--- config.mk ---
export PLATFORM = sky130hd
export DESIGN_NAME = ex_cond_stage
export DESIGN_NICKNAME = d
export VERILOG_FILES = /design/src/rtl/ex_cond_stage_pkg.sv /design/src/rtl/ex_cond_stage_cond_check.sv /design/src/rtl/ex_cond_stage.sv
export SDC_FILE = /design/constraint.sdc
export NUM_CORES = 1
export LEC_CHECK = 0
export CAP_MARGIN = 20
export CELL_PAD_IN_SITES_DETAIL_PLACEMENT = 1
export CELL_PAD_IN_SITES_GLOBAL_PLACEMENT = 2
export CORE_MARGIN = 2
export CORE_UTILIZATION = 27
export DETAILED_ROUTE_END_ITERATION = 8
export PLACE_DENSITY_LB_ADDON = 0.25
export SYNTH_ARGS = -nofsm -noshare
export SYNTH_HDL_FRONTEND = slang
export SYNTH_SLANG_ARGS = --single-unit
--- constraint.sdc ---
create_clock -name clk -period 5.1 [get_ports clk]
set_input_delay 1.02 -clock clk [delete_from_list [all_inputs] [get_ports clk]]
set_output_delay 1.02 -clock clk [all_outputs]
set_load 0.01 [all_outputs]
--- src/rtl/ex_cond_stage_pkg.sv ---
// Shared constants and payload types for the execute-stage condition unit.
package ex_cond_stage_pkg;

  localparam int unsigned ALUCTL_W = 5;

  localparam int unsigned N_BIT = 3;
  localparam int unsigned Z_BIT = 2;
  localparam int unsigned C_BIT = 1;
  localparam int unsigned V_BIT = 0;

  localparam logic [3:0] COND_EQ = 4'b0000;
  localparam logic [3:0] COND_NE = 4'b0001;
  localparam logic [3:0] COND_CS = 4'b0010;
  localparam logic [3:0] COND_CC = 4'b0011;
  localparam logic [3:0] COND_MI = 4'b0100;
  localparam logic [3:0] COND_PL = 4'b0101;
  localparam logic [3:0] COND_VS = 4'b0110;
  localparam logic [3:0] COND_VC = 4'b0111;
  localparam logic [3:0] COND_HI = 4'b1000;
  localparam logic [3:0] COND_LS = 4'b1001;
  localparam logic [3:0] COND_GE = 4'b1010;
  localparam logic [3:0] COND_LT = 4'b1011;
  localparam logic [3:0] COND_GT = 4'b1100;
  localparam logic [3:0] COND_LE = 4'b1101;
  localparam logic [3:0] COND_AL = 4'b1110;
  localparam logic [3:0] COND_NV = 4'b1111;

  // Single-bit decode controls carried from D into E.
  typedef struct packed {
    logic       pcs;
    logic       regw;
    logic       memw;
    logic       memtoreg;
    logic       branch;
    logic       alusrc;
    logic       nowrite;
    logic [1:0] flagw;
  } ctl_t;

endpackage

--- src/rtl/ex_cond_stage_cond_check.sv ---
// Combinational condition-code evaluator: maps {cond, NZCV} to a pass bit.
module ex_cond_stage_cond_check
  import ex_cond_stage_pkg::*;
(
  input  logic [3:0] cond,
  input  logic [3:0] flags,
  output logic       pass_c
);

  logic n, z, c, v;

  assign n = flags[N_BIT];
  assign z = flags[Z_BIT];
  assign c = flags[C_BIT];
  assign v = flags[V_BIT];

  always_comb begin
    pass_c = 1'b0;
    case (cond)
      COND_EQ: pass_c = z;
      COND_NE: pass_c = ~z;
      COND_CS: pass_c = c;
      COND_CC: pass_c = ~c;
      COND_MI: pass_c = n;
      COND_PL: pass_c = ~n;
      COND_VS: pass_c = v;
      COND_VC: pass_c = ~v;
      COND_HI: pass_c = c & ~z;
      COND_LS: pass_c = ~c | z;
      COND_GE: pass_c = (n == v);
      COND_LT: pass_c = (n != v);
      COND_GT: pass_c = ~z & (n == v);
      COND_LE: pass_c = z | (n != v);
      COND_AL: pass_c = 1'b1;
      default: pass_c = 1'b0;
    endcase
  end

endmodule

--- src/rtl/ex_cond_stage.sv ---
// D->E pipeline register, NZCV flag register and condition-gated E-stage strobes.
module ex_cond_stage #(
  parameter int unsigned ALUCTL_W = ex_cond_stage_pkg::ALUCTL_W,
  parameter int unsigned RA_W     = 4
) (
  input  logic                clk,
  input  logic                reset,
  input  logic                StallE,
  input  logic                FlushE,
  input  logic                PCSD,
  input  logic                RegWD,
  input  logic                MemWD,
  input  logic                MemtoRegD,
  input  logic                BranchD,
  input  logic                ALUSrcD,
  input  logic                NoWriteD,
  input  logic [1:0]          FlagWD,
  input  logic [ALUCTL_W-1:0] ALUControlD,
  input  logic [3:0]          CondD,
  input  logic [RA_W-1:0]     WA3D,
  input  logic [3:0]          ALUFlags,
  output logic                ValidE,
  output logic                CondExE,
  output logic                PCSrcE,
  output logic                RegWriteE,
  output logic                MemWriteE,
  output logic                BranchTakenE,
  output logic                MemtoRegE,
  output logic                ALUSrcE,
  output logic [ALUCTL_W-1:0] ALUControlE,
  output logic [RA_W-1:0]     WA3E,
  output logic [3:0]          FlagsE
);

  import ex_cond_stage_pkg::*;

  ctl_t                ctl_q;
  ctl_t                ctl_d;
  logic                valid_q;
  logic [3:0]          cond_q;
  logic [ALUCTL_W-1:0] aluctl_q;
  logic [RA_W-1:0]     wa3_q;
  logic [3:0]          flags_q;
  logic                cond_pass_c;
  logic                cond_ex_c;

  assign ctl_d = '{pcs:      PCSD,
                   regw:     RegWD,
                   memw:     MemWD,
                   memtoreg: MemtoRegD,
                   branch:   BranchD,
                   alusrc:   ALUSrcD,
                   nowrite:  NoWriteD,
                   flagw:    FlagWD};

  // E-stage register: reset > flush (bubble with AL cond) > stall (hold) > load.
  always_ff @(posedge clk) begin
    if (!reset) begin
      ctl_q    <= '0;
      valid_q  <= 1'b0;
      cond_q   <= '0;
      aluctl_q <= '0;
      wa3_q    <= '0;
    end else if (FlushE) begin
      ctl_q    <= '0;
      valid_q  <= 1'b0;
      cond_q   <= COND_AL;
      aluctl_q <= '0;
      wa3_q    <= '0;
    end else if (!StallE) begin
      ctl_q    <= ctl_d;
      valid_q  <= 1'b1;
      cond_q   <= CondD;
      aluctl_q <= ALUControlD;
      wa3_q    <= WA3D;
    end
  end

  ex_cond_stage_cond_check u_cond_check (
    .cond   (cond_q),
    .flags  (flags_q),
    .pass_c (cond_pass_c)
  );

  assign cond_ex_c = cond_pass_c & valid_q;

  // Flags commit as the E instruction leaves; a flush at the same edge does not cancel it.
  always_ff @(posedge clk) begin
    if (!reset) begin
      flags_q <= '0;
    end else begin
      if (ctl_q.flagw[1] && cond_ex_c && !StallE) flags_q[3:2] <= ALUFlags[3:2];
      if (ctl_q.flagw[0] && cond_ex_c && !StallE) flags_q[1:0] <= ALUFlags[1:0];
    end
  end

  assign ValidE       = valid_q;
  assign CondExE      = cond_ex_c;
  assign PCSrcE       = ctl_q.pcs & cond_ex_c;
  assign RegWriteE    = ctl_q.regw & ~ctl_q.nowrite & cond_ex_c;
  assign MemWriteE    = ctl_q.memw & cond_ex_c;
  assign BranchTakenE = ctl_q.branch & cond_ex_c;
  assign MemtoRegE    = ctl_q.memtoreg;
  assign ALUSrcE      = ctl_q.alusrc;
  assign ALUControlE  = aluctl_q;
  assign WA3E         = wa3_q;
  assign FlagsE       = flags_q;

endmodule

==> summary.md <==
| Metric | Value |
|---|---|
| Status | `completed` |
| Critical Path Source Type | `flop` |
| Worst EP required | `approximately 4000 ps` |
| Gr ovfl total | `0` |
| Post-CTS sizing | `0` |
| Class of the worst hold path | `flop to flop` |
| Cell area power density | `219 mW/mm^2` |
| Post-synthesis sequential area ratio | `0.396` |
| Die Y-Extent | `75.1 um` |
| Synth Warn # | `0` |
| Hold WS | `slightly below 500 ps` |
| Layout cells sized above 1 | `0.0753` |
| CTS tree | `built` |
| Post-CTS Setup Inserts | `0` |
| Die width | `~75 um` |
| Dpl cells | `249` |
| Clk root buf | `clkbuf_8` |
| Max-cap violations | `0` |
| Routed wire length | `between 3000 and 4000 um` |
| H-tree depth | `1` |
| Leakage | `approximately 0.71 nW` |
| Post-synthesis adder-cell area fraction | `0` |
| Synth Area in Simple Gates | `0.224` |
| Arrival @ worst endpoint | `2620 ps` |
| TritonCTS buffer count | `3` |
| Port bufs | `50` |
| Cell with the most instances after synthesis | `dfxtp_1` |
| DR iter-0 viols | `37` |
| Final TNS setup | `0 ps` |
| Final worst setup slack | `between 1000 and 1500 ps` |
| FF-to-FF End | `FlagsE[3]` |
| CTS sink count | `27` |
| Via/cell ratio | `between 4 and 5` |
| Syn Inst Count | `141` |
| Top_reg_cell synth | `dfxtp_1` |
| Final Hold Fails | `0` |
| Post-synth EDFFs | `0` |
| Most frequent cells after synthesis | `dfxtp_1, mux2i_1, nor2_1` |
| Worst vdd ir | `116 uV` |
| Crit path cell chain | `and2_1 > o32ai_1 > o311ai_4 > a31oi_2 > and3b_1 > clkdlybuf4s50_1` |
| Number of global-route vias before repair | `1,218` |
| Mux contribution to synthesized area | `0.200` |
| Row cnt | `25` |
| #FFs+latches synth | `27` |
| DR pass1 iterations | `4` |
| Cell Count, Final, Fillers Out | `~250` |
| Cell Area, Synth | `~0.0014 mm^2` |
| Crit path from | `cond_q[3]` |
| Pin count of the biggest net entering global routing | `21` |
| Critical Path Sink | `RegWriteE` |
| Post-synth top area share | `0.396` |
| Relative slew margins | `0.412` |
| Area grow syn2layout | `42.9%` |
| Reg clk slew, reported paths | `roughly 100 ps` |
| Tmin final | `approximately 3600 ps` |
| Gr usage total | `0.140` |
| Worst-case reg-to-reg path depth | `5` |
| Setup Skew | `around 2.4 ps` |
| Crit path capture type | `output port` |
| Compound-Gate Fraction of Synth Area | `0.128` |
| Fin crit share | `0.714` |
| Setup violations, final | `0` |
| Io pins | `about 50` |
| CP max FO | `13` |
| Initial antenna violation count | `0` |
| Leading area contributor after synthesis | `dfxtp_1` |
| Core area | `approximately 0.0048 mm^2` |
| Final ANT Viol Nets | `0` |
| Initial Util | `0.285` |
| Post-DP HPWL | `between 2000 and 3000 um` |
| DRC violations left | `0` |
| DR vias | `about 1,200` |
| Setup CP Type | `flop to output port` |
| Mapped Nets | `171` |
| Longest Clk Path Bufs | `2` |
| Routability cong. | `between 0.6 and 0.7` |
| CP max stage delay | `530 ps` |
| Achievable Freq | `~270 MHz` |
| Die area | `around 0.0056 mm^2` |
| Largest family of logic cells by synthesized area | `simple AND/OR/NAND/NOR gates` |
| # hold bufs at CTS | `0` |
| Synth Area in XOR/XNOR | `0.00641` |
| Post-DR wirelength/cell | `approximately 14 um` |
| Pre-CTS setup slack | `around 1700 ps` |
| RSZ-0062 raised after global routing | `false` |
| Syn_area_per_cell | `~9.7 um^2` |
| Synth area leaders | `dfxtp_1, mux2i_1, nor2_1, nand2_1, a31oi_2` |
| Tightest Pin Transition | `about 880 ps` |
| Antenna Cells | `0` |
| First-pass GRT wire length | `approximately 5900 um` |
| Slowest CP cell | `clkdlybuf4s50_1` |
| Clock Latency Late Sink | `between 200 and 300 ps` |
| Worst r2r src | `cond_q[3]` |
| Setup slack, reg-to-reg | `about 3200 ps` |
| Synth async-reset ratio | `0` |
| Nets@finish | `about 220` |
| Synth cell types | `31` |
| Max Slew Vio Count | `0` |
## routing by layer
metal | vias up | wire, um | track usage | part of all wire
met5 | - | 0 | 0 | 0
met4 | 0 | 82 | 0.0604 | 0.023
met3 | 7 | 217 | 0.0348 | 0.060
met2 | 36 | 1740 | 0.222 | 0.48
met1 | 563 | 1590 | 0.180 | 0.44
li1 | 578 | - | - | -
## worst max-delay path, delay by kind of cell, from the launching register on
family / cells / cell delay (ps)
AOI/OAI and AO/OA: 3 / 890
buffers and inverters: 1 / 530
DFF: 1 / 460
and+or+nand+nor: 2 / 450
## sequential cells by signal (all words and copies together) (netlist names)
name	cells
ctl_q	7
cond_q	4
ALUControlE	5
ValidE	1
MemtoRegE	1
FlagsE	4
ALUSrcE	1
WA3E	4
## worst min-delay path by stage
stage                     startpoint        to  slack, ps  cells past startpoint
after floorplan             ctl_q[4]  ctl_q[4]        450                      2
after detailed placement      ValidE    ValidE        490                      2
final                         ValidE    ValidE        500                      2
after CTS                     ValidE    ValidE        500                      2
after global placement        ValidE    ValidE        470                      2
after global routing          ValidE    ValidE        540                      2
## report_power, final
| group | switching (mW) | internal (mW) | total (mW) |
|---|---|---|---|
| registers | 0.00986 | 0.218 | 0.228 |
| clock network | 0.0749 | 0.0557 | 0.131 |
| logic | 0.0258 | 0.0425 | 0.0683 |
## logic make-up after synthesis
family	after synthesis
simple gates	55
mux	27
flops	27
compound gates	19
buf+inv	12
xor+xnor	1
## placed cells by master, fill, tap and decap left out
cell type / n
mux2i_1: 25
and4bb_1: 2
a211oi_1: 1
o311ai_4: 1
clkinvlp_4: 1
nand3_1: 1
nand2b_1: 5
and4bb_2: 1
inv_1: 2
o221a_4: 1
and2_1: 4
dfxtp_1: 27
and3b_1: 1
a21oi_1: 3
nor2b_1: 1
o21a_1: 4
nor3b_1: 1
nand3b_1: 2
buf_4: 1
o32ai_1: 2
and4b_1: 1
clkbuf_8: 3
o21ai_0: 3
mux2_2: 2
nand4b_1: 1
a31oi_1: 1
nand2_1: 12
xnor2_1: 1
nor2_1: 22
a31oi_2: 3
clkdlybuf4s50_1: 50
nor4b_4: 1
## cell type report
| type | count | area [um^2] |
|---|---|---|
| well taps | 67 | 83.8 |
| fillers | 543 | 2830 |
| flip-flops and latches | 27 | 541 |
| clock buffers | 3 | 41.3 |
| clock inverters | 1 | 7.51 |
| multi-input cells | 102 | 763 |
| inverters | 2 | 7.51 |
| repair buffers | 51 | 508 |
## through the flow
stage	utilization	cell area, um^2	power, mW
final	0.408	1950	0.427
after global routing	0.408	1950	0.450
after CTS	0.408	1950	0.435
after detailed placement	0.398	1900	0.302
after global placement	0.398	1900	0.299
after floorplan	-	1370	0.267
Note: power is estimated with default switching activity, not from simulation.
